--- config.mk ---
export PLATFORM = sky130hd
export DESIGN_NAME = jmp_sweep
export DESIGN_NICKNAME = d
export VERILOG_FILES = /design/src/rtl/jmp_sweep.sv
export SDC_FILE = /design/constraint.sdc
export NUM_CORES = 1
export LEC_CHECK = 0
export CAP_MARGIN = 20
export CORE_MARGIN = 1.5
export CORE_UTILIZATION = 57
export CTS_CLUSTER_SIZE = 14
export DETAILED_ROUTE_END_ITERATION = 8
export HOLD_SLACK_MARGIN = 0.08
export PLACE_DENSITY_LB_ADDON = 0.12
export SLEW_MARGIN = 20
export SYNTH_ARGS = -nofsm -noshare
export SYNTH_HDL_FRONTEND = slang
export SYNTH_SLANG_ARGS = --single-unit
--- constraint.sdc ---
create_clock -name clk -period 7.45 [get_ports clk]
set_input_delay 2.235 -clock clk [delete_from_list [all_inputs] [get_ports clk]]
set_output_delay 2.235 -clock clk [all_outputs]
set_load 0.01 [all_outputs]
--- src/rtl/jmp_sweep.sv ---
// Triangular sweep of the cosine-LUT stride for the modulated FIR.
// jmp walks between JMP_MIN and JMP_MAX, one step per `rate` sample strobes, and stays stable for at least HOLD clocks.
module jmp_sweep #(
   parameter int LUT_DEPTH  = 512,
   parameter int JMP_MIN    = 1,
   parameter int JMP_MAX    = 32,
   parameter int RATE_WIDTH = 16,
   parameter int HOLD       = 8
) (
   input  logic                         clk,
   input  logic                         rst_n,
   input  logic                         en,
   input  logic [RATE_WIDTH-1:0]        rate,
   input  logic                         vld_i,
   output logic [$clog2(LUT_DEPTH)-1:0] jmp,
   output logic                         jmp_upd,
   output logic                         dir
);

   localparam int JW = $clog2(LUT_DEPTH);
   localparam int HW = (HOLD < 1) ? 1 : $clog2(HOLD + 1);

   localparam logic [JW-1:0] JMIN    = JW'(JMP_MIN);
   localparam logic [JW-1:0] JMAX    = JW'(JMP_MAX);
   localparam logic [JW-1:0] JMIN_P1 = JW'(JMP_MIN + 1);
   localparam logic [JW-1:0] JMAX_M1 = JW'(JMP_MAX - 1);
   localparam logic [HW-1:0] HOLD_LD = HW'(HOLD);
   localparam bit            SWEEPS  = (JMP_MIN != JMP_MAX);

   typedef enum logic [1:0] {IDLE, UP, DOWN} state_t;

   state_t                state;
   logic [RATE_WIDTH-1:0] cnt;
   logic                  req;
   logic                  pend;
   logic [HW-1:0]         hold;

   logic [RATE_WIDTH:0]   cnt_inc;
   logic                  hit;
   logic                  due;
   logic                  hold_ok;

   // A zero rate would never terminate the count, so it behaves like 1.
   function automatic logic [RATE_WIDTH:0] eff_rate(input logic [RATE_WIDTH-1:0] r);
      if (r == '0)
         return {{RATE_WIDTH{1'b0}}, 1'b1};
      else
         return {1'b0, r};
   endfunction

   assign cnt_inc = {1'b0, cnt} + {{RATE_WIDTH{1'b0}}, 1'b1};
   assign hit     = vld_i && (cnt_inc >= eff_rate(rate));
   assign due     = req || pend;
   // A step may land on the clock where hold counts down to 0, giving exactly HOLD stable clocks.
   assign hold_ok = (hold <= HW'(1));

   always_ff @(posedge clk or negedge rst_n) begin
      if (!rst_n) begin
         state   <= IDLE;
         jmp     <= JMIN;
         jmp_upd <= 1'b0;
         dir     <= 1'b1;
         cnt     <= '0;
         req     <= 1'b0;
         pend    <= 1'b0;
         hold    <= '0;
      end else begin
         jmp_upd <= 1'b0;
         if (hold != '0)
            hold <= hold - HW'(1);

         case (state)
            IDLE: begin
               cnt  <= '0;
               req  <= 1'b0;
               pend <= 1'b0;
               dir  <= 1'b1;
               if (en)
                  state <= UP;
            end

            UP, DOWN: begin
               if (!en) begin
                  state <= IDLE;
                  dir   <= 1'b1;
                  cnt   <= '0;
                  req   <= 1'b0;
                  pend  <= 1'b0;
                  if (jmp != JMIN) begin
                     jmp     <= JMIN;
                     jmp_upd <= 1'b1;
                     hold    <= HOLD_LD;
                  end
               end else begin
                  if (hit) begin
                     cnt <= '0;
                     req <= 1'b1;
                  end else begin
                     if (vld_i)
                        cnt <= cnt_inc[RATE_WIDTH-1:0];
                     req <= 1'b0;
                  end

                  // Requests arriving while one is already pending collapse into it.
                  if (due && SWEEPS) begin
                     if (hold_ok) begin
                        pend    <= 1'b0;
                        jmp_upd <= 1'b1;
                        hold    <= HOLD_LD;
                        if (state == UP) begin
                           if (jmp == JMAX) begin
                              state <= DOWN;
                              dir   <= 1'b0;
                              jmp   <= JMAX_M1;
                           end else begin
                              jmp <= jmp + JW'(1);
                           end
                        end else begin
                           if (jmp == JMIN) begin
                              state <= UP;
                              dir   <= 1'b1;
                              jmp   <= JMIN_P1;
                           end else begin
                              jmp <= jmp - JW'(1);
                           end
                        end
                     end else begin
                        pend <= 1'b1;
                     end
                  end
               end
            end

            default: state <= IDLE;
         endcase
      end
   end

endmodule

==> results of run 1 <==
-- routing by layer --
layer  global-route usage  vias up
li1                     -     1135
met1               0.3286     1083
met2               0.3704       53
met3              0.04306        2
met4              0.03774        0
met5                    0        -
-- how the worst min path moves through the flow --
stage | endpoint | slack (ps) | cells after the start
finish | dir | 490 | 2
floorplan | cnt[15] | 470 | 1
global placement | dir | 470 | 2
global route | dir | 510 | 2
detailed placement | dir | 480 | 2
CTS | dir | 490 | 2
-- cells in the mapped netlist (all sizes together), types with 2 or more instances --
cell type / number
buf: 6
nor3: 11
o21ai: 17
a32o: 17
nor3b: 2
nand4: 7
o22ai: 4
nor2b: 2
clkbuf: 5
inv: 28
nor2: 14
a31oi: 6
xor2: 6
nand2b: 4
nor4: 4
o41ai: 2
or3: 2
nand3b: 2
a21o: 3
a211oi: 2
xnor2: 13
dfrtp: 33
nand3: 15
a22oi: 2
a21oi: 17
o21a: 2
dfstp: 2
and3: 6
nand2: 18
ha: 26
-- cell families after synthesis --
family	Yosys count	synth area share
simple gates	91	0.1964
compound gates	81	0.2291
buf+inv	39	0.06593
flops	35	0.3237
fa+ha+maj	26	0.1199
xor+xnor	19	0.06132
mux	1	0.003688
-- worst max-delay path: stages --
cell	delay (ps)
clkdlybuf4s50_1	420
nor4_1	380
a41o_1	210
ha_1	230
a31o_2	220
nor3_2	800
a32o_2	310
-- area by class of cell --
type | instances | area, µm² | area share
well taps | 52 | 65.06 | 0.02078
flip-flops and latches | 35 | 878.3 | 0.2806
clock buffers | 7 | 96.34 | 0.03078
inverters | 28 | 107.6 | 0.03437
multi-input cells | 218 | 1660 | 0.5304
clock inverters | 1 | 7.507 | 0.002398
repair buffers | 32 | 315.3 | 0.1007
-- through the flow --
step                      worst slack [ps]  cells  hold WS, ps  cell area, µm²    util
after floorplan                       3591    292        466.8            2714       -
after global placement                2629    365        470.3            3023  0.6756
after detailed placement              2626    365        481.2            3023  0.6756
after CTS                             2875    373        492.1            3127  0.6988
after global routing                  2666    373        509.7            3131  0.6997
final                                 2858    373        491.4            3131  0.6997
-- report_power, final --
group	total [µW]	switching [µW]	leakage (µW)	internal [µW]
logic	454	251	0.000932	202
registers	297	59.9	0.000465	237
clock network	154	69.6	0.0000505	84.1
-- flip-flops by register name, indices dropped and copies added (netlist names) --
name	cells
req	1
jmp	9
state	2
pend	1
hold	4
cnt	16
dir	1
jmp_upd	1
==> results by group, run 1 <==
Global route
  – Grt ovf: 0
  – Vias in the first global route: roughly 2100
  – Largest net degree at the start of global routing: 36
  – Initial antenna violation count: 0
  – First-pass GRT wire length: 9501 µm
  – Total track usage: 0.2293

Critical path
  – Reg2Reg Depth: 11
  – Critical R2R Launch: cnt[0]
  – CP max FO: 16
  – Crit. End Element: flip-flop
  – CP Launch Type: primary input
  – Worst path required time: 7660 ps
  – CP Class: primary input to flip-flop
  – End of the critical path: cnt[7]
  – Crit path from: rate[1]
  – R2r endpoint: cnt[7]
  – R2R setup slack: 3780 ps
  – CP Data Arrival Time: ~4800 ps

Cells and area
  – Commonest non-fill, non-tap cell in the layout: dfrtp_1
  – Antenna cells: 0
  – Share of cells above drive strength 1: 0.1246
  – Commonest non-fill, non-tap cells in the layout: dfrtp_1, clkdlybuf4s50_1, inv_1, ha_1, a21oi_1
  – Fillers: roughly 390
  – Final net count: 366
  – Synth-to-Final Area Change: 15.35%

Floorplan
  – Die W: between 70 and 80 µm
  – IO Pins: 31
  – Core Area: ~4500 µm²
  – Starting Density: 0.6065
  – Num rows: 24
  – DIE AREA: around 5200 µm²
  – Die height: 72 µm

STA
  – Slew Limit Headroom: 0.3412
  – Final setup vio count: 0
  – Crit share post-route: 0.6164
  – Worst-Margin Slew: slightly below 1000 ps
  – Fin Setup TNS: 0 ps
  – RSZ-0062 raised after global routing: no
  – Fin Clk Skew: approximately 8.3 ps
  – Fmax: 0.2178 GHz
  – Fin crit period: 4592 ps
  – Slew Limit Fails: 0
  – Final hold vios: 0

Clock network
  – CTS resizes: 0
  – Cts hold-fix bufs: 0
  – CTS tree: built
  – Post-CTS setup buffers: 0
  – Longest Clk Path Bufs: 2
  – CTS Sinks: 35
  – Worst-path clk slew: about 80 ps
  – Num CTS Buffers: 5
  – Worst-skew pair later-pin latency: ~280 ps
  – H-tree depth: 2
  – Root buf cell: clkbuf_8

Synthesis
  – Synth top area share: 0.3043
  – Cell Area, Synth: approximately 2700 µm²
  – Mapped Nets: about 340
  – Synthesized flop and latch total: 35
  – Sequential area share after synthesis: 0.3237
  – Mapped Cells: approximately 290
  – Top FF cell, synth: dfrtp_1
  – Synth cell types: 58
  – Number of enable flip-flop cells after synthesis: 0
  – Warnings, synthesis: 0
  – Mean Syn Cell Area: about 9.3 µm²
  – Synth area leaders: dfrtp_1, ha_1, a32o_1
  – Cell taking the most area after synthesis: dfrtp_1
  – Post-synth ARST share: 1.000

Flow run
  – Max cap viols: 0

Detailed routing
  – Detail Route Antenna Nets: 0
  – Initial DRC count: between 150 and 200
  – Wire length on met1: about 2800 µm
  – Routed len/inst: 14.99 µm
  – WL final: 5591 µm
  – Routed vias/inst: slightly above 6
  – Met3 WL post-DR: between 200 and 250 µm
  – Met2 WL: ~2500 µm
  – DRC errors left: 0
  – Drt pass-1 iters: 4
  – Vias: around 2300
  – Highest routed layer: met4

Power
  – Peak supply drop: about 0.00026 V
  – Total Power: 904.7 µW
  – Static leakage: approximately 0.0014 µW
  – Pwr dens: 289.0 nW/µm²

Run status
  – Outcome: finished, final reports clean

Hold path
  – Min-delay src: dir
  – Hold Path Class: flip-flop to flip-flop

Placed design
  – # port buffers: 30
  – DP HPWL: a little over 4000 µm
  – Final Wtd Congestion: 0.8304
No activity file was read; power rests on OpenSTA's default activity.
==> run 2, diff against run 1 <==
- clock period: 7.45 -> 4.8 ns (I/O delays scaled with it)
==> results by group, run 2 (same netlist as run 1, synthesis figures left out) <==
Detailed routing
  – Detail Route Antenna Nets: 0 (unchanged)
  – Drt pass-1 iters: 4 (unchanged)
  – Initial DRC count: 133 (-26%)
  – DRC errors left: 0 (unchanged)
  – Routed vias/inst: 6.205 (+1.8%)
  – Vias: 2327 (+2.4%)
  – Routed len/inst: 15.68 µm (+4.6%)
  – WL final: 5881 µm (+5.2%)

Cells and area
  – Synth-to-Final Area Change: 14.94%
  – Antenna cells: 0 (unchanged)
  – Commonest non-fill, non-tap cells in the layout: dfrtp_1, clkdlybuf4s50_1, inv_1, ha_1, a21oi_1
  – Largest Register: cnt
  – Commonest non-fill, non-tap cell in the layout: dfrtp_1
  – Regs by FF count: cnt (16), jmp (9), hold (4)
  – Multi-input gate area: 1657 µm² (-0.23%)
  – Final net count: 368 (+0.55%)
  – Sequential Area: 878.3 µm² (unchanged)
  – Fillers: 355 (-8.3%)
  – Max reg flops: 16 (unchanged)
  – Share of cells above drive strength 1: 0.1207 (-0.003868)

Flow run
  – Max cap viols: 0 (unchanged)

Clock network
  – CTS Sinks: 35 (unchanged)
  – Longest Clk Path Bufs: 2 (unchanged)
  – Post-CTS setup buffers: 0 (unchanged)
  – CTS resizes: 0 (unchanged)
  – H-tree depth: 2 (unchanged)
  – Root buf cell: clkbuf_8
  – Worst-path clk slew: 70 ps (about the same)
  – Cts hold-fix bufs: 0 (unchanged)
  – CTS tree: built
  – Worst-skew pair later-pin latency: 290 ps (about the same)
  – Num CTS Buffers: 5 (unchanged)

Critical path
  – Worst path required time: 4980 ps (-2680 ps)
  – CP Data Arrival Time: 3490 ps (-1310 ps)
  – R2r endpoint: cnt[7]
  – R2R setup slack: 1620 ps (-2160 ps)
  – End of the critical path: cnt[7]
  – Critical R2R Launch: cnt[0]
  – Crit path from: rate[14]
  – CP Class: primary input to flip-flop
  – CP max FO: 16 (unchanged)
  – Crit. End Element: flip-flop
  – Reg2Reg Depth: 12 (+1)
  – CP Launch Type: primary input

Power
  – Pwr dens: 445.7 nW/µm² (+54%)
  – Peak supply drop: 0.0003282 V (+27%)
  – Static leakage: 0.001446 µW (-0.16%)

Floorplan
  – Die height: 72 µm (unchanged)
  – IO Pins: 31 (unchanged)
  – DIE AREA: 5184 µm² (unchanged)
  – Starting Density: 0.6065 (unchanged)
  – Num rows: 24 (unchanged)
  – Core Area: 4474 µm² (unchanged)
  – Die W: 72 µm (unchanged)

Placed design
  – Pre-CTS setup slack: 1244 ps (-1383 ps)
  – DP HPWL: 4294 µm (+3.2%)
  – # port buffers: 30 (unchanged)
  – Final Wtd Congestion: 0.8922 (+7.4%)

STA
  – Crit share post-route: 0.6887
  – Fin Clk Skew: 4.800 ps (-3.538 ps)
  – RSZ-0062 raised after global routing: no
  – Slack of the critical path: 1494 ps (-1364 ps)
  – Final setup vio count: 0 (unchanged)
  – Fmax: 0.3025 GHz
  – Fin Setup TNS: 0 ps (unchanged)
  – Final hold vios: 0 (unchanged)
  – Slew Limit Fails: 0 (unchanged)
  – Slew Limit Headroom: 0.6478 (+0.3067)
  – Worst-Margin Slew: 522.6 ps (-460.3 ps)
  – WHS: 484.1 ps (-7.268 ps)
  – Fin crit period: approximately 3300 ps

Hold path
  – Hold Path Depth: 2 (unchanged)
  – Hold Path Class: flip-flop to flip-flop

Global route
  – Grt ovf: 0 (unchanged)
  – Largest net degree at the start of global routing: 36 (unchanged)
  – Initial antenna violation count: 0 (unchanged)
  – Vias in the first global route: 2190 (+3.2%)
  – Total track usage: 0.2512 (+0.02184)
  – First-pass GRT wire length: 10320 µm (+8.6%)

Run status
  – Outcome: finished, final reports clean
[run 2: changes by cell type in the layout (fill, tap and decap cells not counted), sizes merged]
| cell | change |
|---|---|
| buf | +2 |
| clkinv | +1 |
| clkinvlp | -1 |
[run 2: how the worst min path moves through the flow]
stage	start	slack, ps	end
4_1_cts	dir	490	dir
6_report	dir	480	dir
3_5_place_dp	dir	480	dir
3_3_place_gp	dir	460	dir
2_1_floorplan	cnt[15]	470	cnt[15]
5_1_grt	cnt[15]	540	cnt[15]
[run 2: metrics by stage]
stage | std cells | util | cell area [µm²] | power [µW]
global route | 375 | 0.6971 | 3119 | 1506
CTS | 375 | 0.6971 | 3119 | 1392
floorplan | 292 | - | 2714 | 976.3
finish | 375 | 0.6971 | 3119 | 1390
detailed placement | 367 | 0.6790 | 3038 | 1176
global placement | 367 | 0.6790 | 3038 | 1162
[run 2: layer usage]
layer	GRT usage	part of all wire
met1	0.3652	0.49
met2	0.3889	0.44
met5	0	0
met4	0.06080	0.013
met3	0.04861	0.051
[run 2: critical path, stage by stage]
cell and delay (ps):
clkdlybuf4s50_1 490, inv_1 50, ha_1 280, nand3_1 120
nor3_1 350, a31o_2 240, nor3_2 40, buf_4 200
a32o_2 270
[run 2: where the power goes]
part | internal (µW) | leakage [µW] | switching [µW]
registers | 369 | 0.000465 | 92.2
clock network | 102 | 0.0000422 | 106
logic | 321 | 0.000938 | 401
total | 791 | 0.00145 | 599
[run 2: cell type report]
cell class / instances / area share
Sequential cell: 35 / 0.2816
Multi-Input combinational cell: 218 / 0.5311
Clock buffer: 7 / 0.02447
Clock inverter: 1 / 0.001604
Timing Repair Buffer: 34 / 0.1059
Tap cell: 52 / 0.02086
Inverter: 28 / 0.03450
